### config.mk
export PLATFORM = sky130hd
export DESIGN_NAME = pc_gen
export DESIGN_NICKNAME = d
export VERILOG_FILES = /design/src/rtl/pc_gen.sv
export SDC_FILE = /design/constraint.sdc
export NUM_CORES = 1
export LEC_CHECK = 0
export CAP_MARGIN = 40
export CORE_MARGIN = 2
export CORE_UTILIZATION = 46
export DETAILED_ROUTE_END_ITERATION = 6
export PLACE_DENSITY = 0.83
export SLEW_MARGIN = 20
export SYNTH_ARGS = -nofsm -noshare
export SYNTH_HDL_FRONTEND = slang
export SYNTH_SLANG_ARGS = --single-unit
### constraint.sdc
create_clock -name clk -period 5.26 [get_ports clk]
set_clock_uncertainty 0.05 [all_clocks]
set_input_delay 1.052 -clock clk [delete_from_list [all_inputs] [get_ports clk]]
set_output_delay 1.052 -clock clk [all_outputs]
set_load 0.005 [all_outputs]
### src/rtl/pc_gen.sv
// Program-counter generator: sequential, branch, jump, register and trap targets.
// Define PC_GEN_RAS_EN to add the circular return-address stack used by call/return.
module pc_gen #(
  parameter int               WIDTH     = 32,
  parameter logic [WIDTH-1:0] RESET_VEC = '0,
  parameter logic [WIDTH-1:0] TRAP_VEC  = 'h80,
  parameter int               RAS_DEPTH = 4
) (
  input  logic             clk,
  input  logic             rst,
  input  logic             stall,
  input  logic             trap,
  input  logic [2:0]       pc_sel,
  input  logic [WIDTH-1:0] reg_target,
  input  logic [WIDTH-1:0] imm,
  input  logic [25:0]      jaddr,
  output logic [WIDTH-1:0] pc,
  output logic [WIDTH-1:0] pc_plus4,
  output logic             ras_empty,
  output logic             ras_full,
  output logic             ras_ovf
);

  localparam logic [2:0] SEL_REG  = 3'b001;
  localparam logic [2:0] SEL_BR   = 3'b010;
  localparam logic [2:0] SEL_JMP  = 3'b011;
  localparam logic [2:0] SEL_CALL = 3'b100;
  localparam logic [2:0] SEL_RET  = 3'b101;

  logic [WIDTH-1:0] pc_q, pc_d;
  logic [WIDTH-1:0] reg_aligned, jump_tgt, branch_tgt, ret_tgt;
  logic             update;

  assign pc          = pc_q;
  assign pc_plus4    = pc_q + WIDTH'(4);
  assign update      = ~stall | trap;
  // Masking instead of slicing keeps every reg_target bit in use.
  assign reg_aligned = reg_target & ~{{(WIDTH-2){1'b0}}, 2'b11};
  assign jump_tgt    = {pc_plus4[WIDTH-1:28], jaddr, 2'b00};
  assign branch_tgt  = pc_plus4 + (imm << 2);

`ifdef PC_GEN_RAS_EN
  localparam int             PW       = $clog2(RAS_DEPTH);
  localparam int             CW       = PW + 1;
  localparam logic [CW-1:0]  FULL_CNT = CW'(RAS_DEPTH);

  logic [WIDTH-1:0] ras_mem_q [RAS_DEPTH];
  logic [PW-1:0]    wr_ptr_q, wr_ptr_d, top_ptr;
  logic [CW-1:0]    count_q, count_d;
  logic             ovf_q, ovf_d, push, pop;

  assign top_ptr   = wr_ptr_q - PW'(1);
  assign ras_empty = (count_q == '0);
  assign ras_full  = (count_q == FULL_CNT);
  assign ras_ovf   = ovf_q;
  assign ret_tgt   = ras_empty ? reg_aligned : ras_mem_q[top_ptr];

  // A push while full lands on the oldest slot, since the write pointer wraps onto it.
  always_comb begin
    push     = update & ~trap & (pc_sel == SEL_CALL);
    pop      = update & ~trap & (pc_sel == SEL_RET) & ~ras_empty;
    wr_ptr_d = wr_ptr_q;
    count_d  = count_q;
    ovf_d    = ovf_q;
    if (push) begin
      wr_ptr_d = wr_ptr_q + PW'(1);
      if (ras_full) ovf_d = 1'b1;
      else          count_d = count_q + CW'(1);
    end else if (pop) begin
      wr_ptr_d = top_ptr;
      count_d  = count_q - CW'(1);
    end
  end

  always_ff @(posedge clk or posedge rst) begin
    if (rst) begin
      wr_ptr_q <= '0;
      count_q  <= '0;
      ovf_q    <= 1'b0;
    end else begin
      wr_ptr_q <= wr_ptr_d;
      count_q  <= count_d;
      ovf_q    <= ovf_d;
    end
  end

  always_ff @(posedge clk) begin
    if (push && !rst) ras_mem_q[wr_ptr_q] <= pc_plus4;
  end
`else
  assign ras_empty = 1'b1;
  assign ras_full  = 1'b0;
  assign ras_ovf   = 1'b0;
  assign ret_tgt   = reg_aligned;
`endif

  always_comb begin
    pc_d = pc_plus4;
    case (pc_sel)
      SEL_REG:           pc_d = reg_aligned;
      SEL_BR:            pc_d = branch_tgt;
      SEL_JMP, SEL_CALL: pc_d = jump_tgt;
      SEL_RET:           pc_d = ret_tgt;
      default:           pc_d = pc_plus4;
    endcase
    if (trap)         pc_d = TRAP_VEC;
    else if (!update) pc_d = pc_q;
  end

  always_ff @(posedge clk or posedge rst) begin
    if (rst) pc_q <= RESET_VEC;
    else     pc_q <= pc_d;
  end

endmodule
Yosys cells after proc, flatten, opt, wreduce, memory -nomap -nowiden

Cells that the tools add are included.

Register bits: 32
Bits in latches: 0
Bits in writable memories: 0
Memory bits (read-only): 0
Output and inout bits: 67
Word-level logic and storage cells: 16
Memories kept: 0

Add/subtract/negate cells: 2
$mul: 0
Divide/modulo/power cells: 0
Magnitude comparators: 0
Eq/ne operators: 5
Shifts and indexed selects: 0
Muxes and demuxes: 3
Bitwise operators: 2
Reductions and logical operators: 3

Operators with widths:

| kind                                                                  | number |
|---|---|
| 32-bit one-hot mux with 3 select lines                                | 1 |
| 32-bit two-way mux                                                    | 2 |
| 32-bit by 3-bit adder with 32-bit output, second input constant       | 1 |
| 32-bit adder                                                          | 1 |
| 3-bit by 2-bit equality test with 1-bit output, second input constant | 2 |
| 3-bit equality test, second input constant                            | 2 |
| 2-bit OR reduction                                                    | 2 |
| 3-bit by 1-bit equality test with 1-bit output, second input constant | 1 |
| 2-bit nonzero test                                                    | 1 |
| 1-bit inverter                                                        | 1 |
| 1-bit bitwise OR                                                      | 1 |

Depth between registers and ports, before layout

Gate-level depths: netlist of run 1.

Word-level depth: 5
Depth in mapped cells: 18
Gate-level depth less buffers: 17

Worst setup path before layout of run 1

Ideal clock, no wire load.

Path type: flip-flop to flip-flop
Start: register pc_q[4], in the netlist pc[4]
End: register pc_q[25], in the netlist pc[25]
Library setup time: 125 ps
Arrival time: 4055 ps
Setup slack: 1030 ps
Cell stages (with the launch flop): 18
Path buffers: 1
Clock period less this slack: 4230 ps
Cells stage by stage: dfrtp_1 -> buf_2 -> nand3_1 -> or3_1 -> nor2_1 -> and4_1 -> and2_1 -> nand2_1 -> xnor2_1 -> ha_1 -> and3_1 -> a311o_1 -> o41ai_1 -> a31oi_1 -> a31oi_1 -> xnor2_1 -> a211oi_1 -> a2111oi_0

Word-level cells in the longest chain between the ends: 5

Ends and longest elaborated chain:

| element                                  | RTL line | text |
|---|---|---|
| start, declared                          | 30       | `logic [WIDTH-1:0] pc_q, pc_d;` |
| start signal, assigned                   | 112      | `else pc_q <= pc_d;` |
| 32-bit by 3-bit adder with 32-bit output | 35       | `assign pc_plus4 = pc_q + WIDTH'(4);` |
| via pc_plus4[17]                         | 18       | `output logic [WIDTH-1:0] pc_plus4,` |
| 32-bit adder                             | 40       | `assign branch_tgt = pc_plus4 + (imm << 2);` |
| 32-bit one-hot mux with 3 select lines   | 99       | `case (pc_sel)` |
| 32-bit two-way mux                       | 107      | `else if (!update) pc_d = pc_q;` |
| 32-bit two-way mux                       | 106      | `if (trap) pc_d = TRAP_VEC;` |

The timed path passes the listed nets, and every way through them passes these cells. The select of a mux whose other input is x is not followed.
A chain may end at the register's enable or synchronous reset.

Final worst setup path of run 1

Start: register pc_q[4], in the netlist pc[4]
End: register pc_q[25], in the netlist pc[25]

Word-level cells in the longest chain between the ends: 5

Ends and longest elaborated chain:

| element                                      | RTL line |
|---|---|
| 32-bit by 3-bit adder with 32-bit output (*) | 35 |
| 32-bit adder                                 | 40 |
| 32-bit one-hot mux with 3 select lines (*)   | 99 |
| 32-bit two-way mux (*)                       | 107 |
| 32-bit two-way mux (*)                       | 106 |

Mark *: on every way between the ends. The rest lies on a longest branch, timed or not. The select of a mux whose other input is x is not followed.

==> results of run 1 <==
==> stage by stage <==
| stage | power, mW | cell area, um^2 |
|---|---|---|
| 4_1_cts | 1.09 | 6130 |
| 2_1_floorplan | 0.623 | 4420 |
| 3_5_place_dp | 0.877 | 6040 |
| 5_1_grt | 1.16 | 6140 |
| 6_report | 1.10 | 6140 |
| 3_3_place_gp | 0.864 | 6020 |
==> power by group through the flow <==
stage	combinational, mW	sequential (mW)	clock, mW
6_report	0.607	0.284	0.208
5_1_grt	0.657	0.287	0.217
4_1_cts	0.595	0.283	0.211
3_5_place_dp	0.590	0.287	0
3_3_place_gp	0.578	0.285	0
2_1_floorplan	0.343	0.280	0
==> per-layer routing <==
layer	vias to the layer above	part of all wire [%]
met1	2592	41
met5	-	0
met2	397	46
met3	54	10
met4	0	3.1
li1	2545	-
==> cells in the final DEF, fill, tap and decap left out, types with 10 or more instances in the layout <==
cell type	instances
a211oi_1	12
xor2_1	21
dfrtp_1	30
buf_4	12
a21oi_1	73
and3_1	10
nand3_1	17
nand2_1	61
nor3_1	13
o22ai_1	23
a21o_1	16
nor2_1	55
ha_1	36
clkdlybuf4s50_1	152
o21ai_0	40
inv_1	18
a31oi_1	10
xnor2_1	31
==> final timing paths <==
path                                            to                from
worst min-delay path            pc[31]$_DFFE_PP0P_  pc[31]$_DFFE_PP0P_
min in group asynchronous       pc[31]$_DFFE_PP0P_                 rst
worst max-delay path            pc[25]$_DFFE_PP0P_   pc[4]$_DFFE_PP0P_
worst min register to register  pc[31]$_DFFE_PP0P_  pc[31]$_DFFE_PP0P_
max in group asynchronous       pc[17]$_DFFE_PP0P_                 rst
worst max register to register  pc[25]$_DFFE_PP0P_   pc[4]$_DFFE_PP0P_
==> synthesized netlist by cell type, types with 7 or more instances <==
| master | number |
|---|---|
| o21ai_0 | 40 |
| a211oi_1 | 12 |
| nand4_1 | 7 |
| a31oi_1 | 10 |
| buf_4 | 7 |
| nor3_1 | 13 |
| nand3_1 | 17 |
| dfrtp_1 | 30 |
| a21o_1 | 16 |
| xor2_1 | 21 |
| o22ai_1 | 23 |
| o221ai_1 | 7 |
| nand2b_1 | 7 |
| xnor2_1 | 32 |
| nand2_1 | 61 |
| clkbuf_1 | 24 |
| inv_1 | 18 |
| and3_1 | 10 |
| nor2_1 | 55 |
| a21oi_1 | 73 |
| ha_1 | 36 |
==> worst max-delay path: stages, from the launching register on <==
cell and delay, ns:
dfrtp_1 0.49, nand3_1 0.16, or3_1 0.49, nor2_1 0.20, and4_1 0.29, and2_1 0.21, nand2_1 0.11, xnor2_2 0.27
ha_1 0.34, and3_1 0.23, a311o_1 0.37, o41ai_1 0.35, a31oi_1 0.14, a31oi_1 0.36, xnor2_1 0.17, a211oi_1 0.10
a2111oi_0 0.39
==> layout make-up <==
type	instances	share of cell area, %
multi-input cells	532	56.0
repair buffers	165	26.5
flip-flops and latches	30	12.2
well taps	129	2.63
clock buffers	7	1.41
inverters	19	1.16
clock inverters	1	0.0815
==> logic make-up after synthesis <==
group / after synthesis
compound gates: 236
buf+inv: 56
xor+xnor: 53
mux: 3
other cells: 2
flops: 30
simple gates: 196
fa+ha+maj: 37
==> what timing repair did <==
item                                   4_1_cts  5_1_grt
endpoints found under the hold margin        0        0
resized for setup                            0        1
setup endpoints to repair                    0        1
==> results.yml, run 1 <==
logic_synthesis:
  synth_compound_area_share_pct: 34.1
  synth-xor-area-share_pct: 10.5
  synth_fa_ha_area_share_pct: 10.7
  synth_edf_count: 0
  avgSynthCellArea_um2: 7.18
  postSynth.asyncResetShare_pct: 100
  ys_seq_elements: 30
  yosys.area_share.simple_pct: 21.3
  synth_top_family_by_area: "compound AO/OA/AOI/OAI gates"
  yosys_warnings: 0
  syn-cell-area_um2: 4400
  yosysTopAreaCell: "dfrtp_1"
  syn_inst: 613
  synth_mux_area_share_pct: 0.682
  synth_top_area_share_pct: 17.1
  seq_area_frac_synth_pct: 17.1
  synth-main-ff-cell: "dfrtp_1"
  yosys.cell_types.count: 62
  synthTopCellsByArea: "dfrtp_1 (17%), ha_1 (10%), a21oi_1 (8.3%)"
clock_tree:
  clockBufferDepth: 2
  cts_root_buffer: "clkbuf_8"
  clock-sinks: 30
  htreeDepth: 2
  path_clk_slew_ns: 0.08
  cts_tree: "built"
  postCtsHoldBufs: 0
  post_cts_buffers: 0
  clkLatencyLatePin_ns: 0.29
  cts_buffers: 5
drt:
  drt_pass1_iterations: 6
  antenna_violating_nets_post_route: 0
  wl_per_cell_um: 20.2
  dr.first_iter.drc_count: 451
  vias: 5588
  postRouteWirelength_um: 17800
  drcViolationCount: 0
  viasPerCell: 6.33
power:
  cellInternalPower_uw: 656
  pwr_density_cell_nw_per_um2: 179
  p_sw_uw: 443
  p_comb_share_pct: 55.2
  clockPowerShare_pct: 18.9
  p_sw_share_pct: 40.3
  vdd_drop_max_v: 0.000108
  leakagePower_nw: 2.65
  power_frac_seq_pct: 25.8
worst_setup_path:
  cp-start-kind: "flop"
  worstPathRequired_ns: 5.36
  reg2reg_slack_ns: 0.39
  critPathKind: "flop to flop"
  cp-end-kind: "flop"
  cp_max_fo: 8
  cp.arrival_ns: 4.97
  reg2reg_depth: 16
timing:
  fin_crit_sh_pct: 92.5
  setup_ws_ns: 0.393
  maxSlewViolCount: 0
  fmax_mhz: 205
  fin_tns_setup_ns: 0
  rsz0062_at_grt: "no"
  setup_viol: 0
  finalHoldViolations: 0
  fin_crit_ns: 4.87
  relSlewSlack_pct: 39.1
  holdWs_ns: 0.506
  worst_pin_slew_ns: 0.911
layout:
  drive_gt1_share_pct: 3.98
  ff_latch_area_um2: 751
  multiInputGateArea_um2: 3440
  fin_util_pct: 66.1
  fin_cells: 883
  largest_reg_flops: 30
  finalNetCount: 887
  fillers: 850
  n_antenna_cell: 0
  synthToLayoutAreaGrowth_pct: 39.5
floorplan:
  die_x_um: 102
  start_util_pct: 47.4
  io_pins: 164
  row_count: 35
  die_area_um2: 10400
  core_um2: 9280
  die_h_um: 102
grt:
  first_global_vias: 5386
  grt_pass1_wl_um: 27100
  use_met3_pct: 5.95
  grt_usage_pct: 33.3
  grtUsageMet2_pct: 54.5
  busiest_layer: "met2"
  grt_util_met1_pct: 43.9
  grt_max_degree: 49
  grt_antenna_before_repair: 0
  grt-ovfl-total: 0
status:
  status: "completed"
placement:
  place_hpwl_um: 13300
  gp_congestion: 1.04
  io_buffers: 152
  pre_cts_ws_ns: 0.363
  placed_cells: 875
worst_hold_path:
  hold_class: "flop to flop"
  hold_path_depth: 2
run:
  max_cap_violations: 0
Note: power is estimated with default switching activity, not from simulation.
==> run 2: changes to the inputs <==
Settings changed: PLACE_DENSITY 0.83 to 0.92, SETUP_SLACK_MARGIN set to 0.4.
==> run 2 against run 1 <==
  * Non-clock buffer count down 3
  * Die area did not move
  * Wire length fell by 3.0%
  * Highest routed layer unchanged
  * Clock-buffer cell count down 1
  * Setup slack better by 0.25 ns
  * Via count increased by 1.2%
  * First-iteration DRC count is 76% higher
  * Sequential cell count did not move
  * Sequential power about the same
==> results.yml, run 2 (same netlist as run 1, synthesis figures left out) <==
layout:
  layout_common_cells: "clkdlybuf4s50_1 (152), a21oi_1 (73), nand2_1 (61)"
  n_antenna_cell: 0
  final_area_um2: 6140
  largest_reg_flops: 30
  drive_gt1_share_pct: 4.39
  finalNetCount: 884
  synthToLayoutAreaGrowth_pct: 39.5
  final_common_cell: "clkdlybuf4s50_1"
grt:
  grt_max_degree: 49
  grt_antenna_before_repair: 0
  grt_pass1_wl_um: 26600
  grt-ovfl-total: 0
  grt_usage_pct: 32.4
  first_global_vias: 5222
worst_setup_path:
  cp_max_fo: 8
  reg2reg_depth: 16
  cp.arrival_ns: 4.74
  cp-end-kind: "flop"
  critPathKind: "flop to flop"
  cp-start-kind: "flop"
  worstPathRequired_ns: 5.38
clock_tree:
  clockBufferDepth: 2
  path_clk_slew_ns: 0.08
  cts_tree: "built"
  clock-sinks: 30
  clkLatencyLatePin_ns: 0.29
  postCtsHoldBufs: 0
  cts_buffers: 5
  htreeDepth: 2
  cts_root_buffer: "clkbuf_8"
run:
  max_cap_violations: 0
power:
  total_power_mw: 1.10
  vdd_drop_max_v: 0.0000971
  p_sw_uw: 449
  p_comb_share_pct: 55.5
  leakagePower_nw: 2.64
  power_frac_seq_pct: 25.9
  clockPowerShare_pct: 18.6
  cellInternalPower_uw: 656
  pwr_density_cell_nw_per_um2: 180
  p_sw_share_pct: 40.6
timing:
  worst_pin_slew_ns: 0.863
  holdWs_ns: 0.493
  fin_tns_setup_ns: 0
  finalHoldViolations: 0
  fin_crit_ns: 4.62
  setup_viol: 0
  fmax_mhz: 217
  fin_crit_sh_pct: 87.8
  maxSlewViolCount: 0
  relSlewSlack_pct: 42.3
  rsz0062_at_grt: "no"
drt:
  drcViolationCount: 0
  antenna_violating_nets_post_route: 0
  wl_per_cell_um: 19.7
  drt_pass1_iterations: 5
  vias: 5654
  dr.first_iter.drc_count: 793
  postRouteWirelength_um: 17300
  viasPerCell: 6.43
placement:
  place_hpwl_um: 13100
  gp_congestion: 0.993
  io_buffers: 152
  placed_cell_area_um2: 5990
worst_hold_path:
  hold_class: "flop to flop"
  hold_path_depth: 2
floorplan:
  die_h_um: 102
  row_count: 35
  io_pins: 164
  start_util_pct: 47.4
  die_x_um: 102
  core_um2: 9280
  die_area_um2: 10400
status:
  status: "completed"
==> run 2: changes by cell type in the layout (fill, tap and decap cells not counted), sizes merged <==
cell,previous run,this run
clkbuf,7,6
clkinvlp,0,1
buf,13,10
==> run 2: per-stage QoR <==
step | setup WS, ns | std cells | utilization, %
after detailed placement | 0.505 | 869 | 64.5
final | 0.642 | 880 | 66.2
after floorplan | 1.03 | 618 | -
after global placement | 0.658 | 868 | 64.4
after CTS | 0.443 | 877 | 65.5
after global routing | 0.421 | 880 | 66.2
==> run 2: final timing paths <==
kind                                         start                 end  slack, ns
worst max register to register   pc[4]$_DFFE_PP0P_  pc[25]$_DFFE_PP0P_       0.64
worst min-delay path            pc[31]$_DFFE_PP0P_  pc[31]$_DFFE_PP0P_       0.49
max in group asynchronous                      rst   pc[4]$_DFFE_PP0P_       3.71
worst min register to register  pc[31]$_DFFE_PP0P_  pc[31]$_DFFE_PP0P_       0.49
worst max-delay path             pc[4]$_DFFE_PP0P_  pc[25]$_DFFE_PP0P_       0.64
min in group asynchronous                      rst  pc[30]$_DFFE_PP0P_       1.11
==> run 2: worst max-delay path: stages, from the launching register on <==
cell and delay (ns):
dfrtp_2 0.44, nand3_1 0.14, or3_1 0.49, nor2_1 0.19, and4_1 0.29, and2_1 0.21, nand2_1 0.11, xnor2_2 0.27
ha_1 0.34, and3_1 0.23, a311o_1 0.39, o41ai_2 0.37, a31oi_2 0.13, a31oi_2 0.27, xnor2_1 0.15, a211oi_1 0.09
a2111oi_0 0.35
==> run 2: power by group through the flow <==
stage | logic, mW | registers (mW) | clock network, mW
global route | 0.660 | 0.289 | 0.219
detailed placement | 0.588 | 0.289 | 0
finish | 0.613 | 0.286 | 0.205
global placement | 0.573 | 0.287 | 0
floorplan | 0.343 | 0.280 | 0
CTS | 0.592 | 0.285 | 0.203
==> run 2: final cells by class <==
class | instances | area, um^2
multi-input cells | 532 | 3460
fillers | 807 | 3140
repair buffers | 162 | 1600
flip-flops and latches | 30 | 753
well taps | 129 | 161
clock buffers | 6 | 82.6
inverters | 19 | 71.3
clock inverters | 2 | 12.5
==> run 2: what timing repair did <==
item / 4_1_cts / 5_1_grt
endpoints found under the setup margin: 0 / 6
buffers inserted: 0 / 1
gates resized for setup: 0 / 6
==> run 2: metal layers <==
metal	GRT usage (%)	routed length [um]
met1	43.9	6840
met2	51.9	7730
met3	5.54	1980
met4	12.3	753
met5	0	0
==> run 3: changes to the inputs <==
Settings changed: CORE_MARGIN 2 to 4.
==> run 3 against run 2 <==
  * Sequential share of layout area about the same
  * Core utilization rose by 0.24 points
  * Wire length rose by 0.82%
  * Largest power group unchanged
  * Critical path depth fell by 2
  * Highest routed layer unchanged
==> results.yml, run 3 (same netlist as run 1, synthesis figures left out) <==
timing:
  worst_pin_slew_ns: 0.850
  fin_tns_setup_ns: 0
  relSlewSlack_pct: 43.2
  finalHoldViolations: 0
  setup_viol: 0
  maxSlewViolCount: 0
  rsz0062_at_grt: "no"
  holdWs_ns: 0.508
  fin_crit_sh_pct: 86.4
  fmax_mhz: 220
  fin_crit_ns: 4.55
drt:
  antenna_violating_nets_post_route: 0
  viasPerCell: 6.25
  dr.first_iter.drc_count: 545
  postRouteWirelength_um: 17400
  vias: 5500
  drcViolationCount: 0
  wl_per_cell_um: 19.8
  drt_pass1_iterations: 5
worst_setup_path:
  cp-end-kind: "flop"
  cp-start-kind: "flop"
  cp_slowest_cell: "nor3_1"
  cp_max_fo: 6
  cpPeakStageDelay_ns: 0.49
  critPathKind: "flop to flop"
  path_cells: "ha_1 > nand4_1 > nor3_1 > nand4_1 > xnor2_1 > ha_1 > and3_1 > a311o_1 > o41ai_2 > a31oi_2 > a31oi_2 > xnor2_1 > a211oi_1 > a2111oi_1"
  cp.arrival_ns: 4.65
  worstPathRequired_ns: 5.37
layout:
  n_antenna_cell: 0
  finalNetCount: 884
  drive_gt1_share_pct: 4.66
  final_common_cell: "clkdlybuf4s50_1"
  synthToLayoutAreaGrowth_pct: 40.1
  layout_common_cells: "clkdlybuf4s50_1 (152), a21oi_1 (73), nand2_1 (61)"
  fin_util_pct: 66.4
  largest_reg_flops: 30
grt:
  grt_usage_pct: 29.9
  grt_antenna_before_repair: 0
  first_global_vias: 5309
  grt_max_degree: 49
  grt_pass1_wl_um: 27100
  grt-ovfl-total: 0
floorplan:
  die_x_um: 106
  die_area_um2: 11200
  core_um2: 9280
  start_util_pct: 47.4
  io_pins: 164
  row_count: 35
  die_h_um: 106
power:
  pwr_density_cell_nw_per_um2: 182
  vdd_drop_max_v: 0.000102
  leakagePower_nw: 2.65
  total_power_mw: 1.12
run:
  max_cap_violations: 0
placement:
  io_buffers: 152
  gp_congestion: 0.907
  place_hpwl_um: 13300
status:
  status: "completed"
clock_tree:
  cts_root_buffer: "clkbuf_8"
  clockBufferDepth: 2
  htreeDepth: 2
  postCtsHoldBufs: 0
  clkLatencyLatePin_ns: 0.28
  clock-sinks: 30
  cts_tree: "built"
  path_clk_slew_ns: 0.07
  cts_buffers: 5
worst_hold_path:
  hold_class: "flop to flop"
## run 3: per-layer routing
layer / global-route usage [%] / up-vias / routed length (um)
met5: 0 / - / 0
met4: 12.3 / 0 / 533
met3: 4.47 / 46 / 1780
met2: 48.7 / 370 / 8020
met1: 39.5 / 2547 / 7110
li1: - / 2537 / -
## run 3: worst max-delay path: cells and delay by family (launching register included)
family | cells | cell delay (ns)
compound gates | 6 | 1.61
xor+xnor | 2 | 0.52
fa+ha+maj | 2 | 0.67
flops | 1 | 0.47
simple gates | 4 | 1.11
## run 3: timing repair
item / 4_1_cts / 5_1_grt
buffers inserted: 0 / 1
hold endpoints to repair: 0 / 0
setup endpoints to repair: 0 / 5
gates resized for setup: 0 / 9
## run 3: power breakdown
part	total (mW)	switching, mW	internal [mW]
clock network	0.225	0.0929	0.132
registers	0.286	0.0356	0.251
logic	0.611	0.311	0.300
## run 3: cell type report
| cell class | count | area, um^2 |
|---|---|---|
| Tap cell | 129 | 161 |
| Inverter | 19 | 71.3 |
| Timing Repair Buffer | 162 | 1600 |
| Fill cell | 789 | 3120 |
| Sequential cell | 30 | 753 |
| Multi-Input combinational cell | 532 | 3470 |
| Clock buffer | 8 | 110 |
## run 3: path summary, 6_finish.rpt
path | startpoint | to | slack (ns) | cells after the start
worst max-delay path | pc[2]$_DFFE_PP0P_ | pc[25]$_DFFE_PP0P_ | 0.71 | 14
worst min-delay path | pc[8]$_DFFE_PP0P_ | pc[8]$_DFFE_PP0P_ | 0.51 | 2
worst max register to register | pc[2]$_DFFE_PP0P_ | pc[25]$_DFFE_PP0P_ | 0.71 | 14
worst min register to register | pc[8]$_DFFE_PP0P_ | pc[8]$_DFFE_PP0P_ | 0.51 | 2
max in group asynchronous | rst | pc[5]$_DFFE_PP0P_ | 3.72 | 3
min in group asynchronous | rst | pc[3]$_DFFE_PP0P_ | 1.11 | 3
## run 3: stage by stage
stage | instances | area [um^2] | setup WS (ns)
floorplan | 618 | 4420 | 1.03
global placement | 868 | 5980 | 0.630
detailed placement | 869 | 5990 | 0.569
CTS | 877 | 6100 | 0.511
global route | 880 | 6160 | 0.382
finish | 880 | 6160 | 0.714
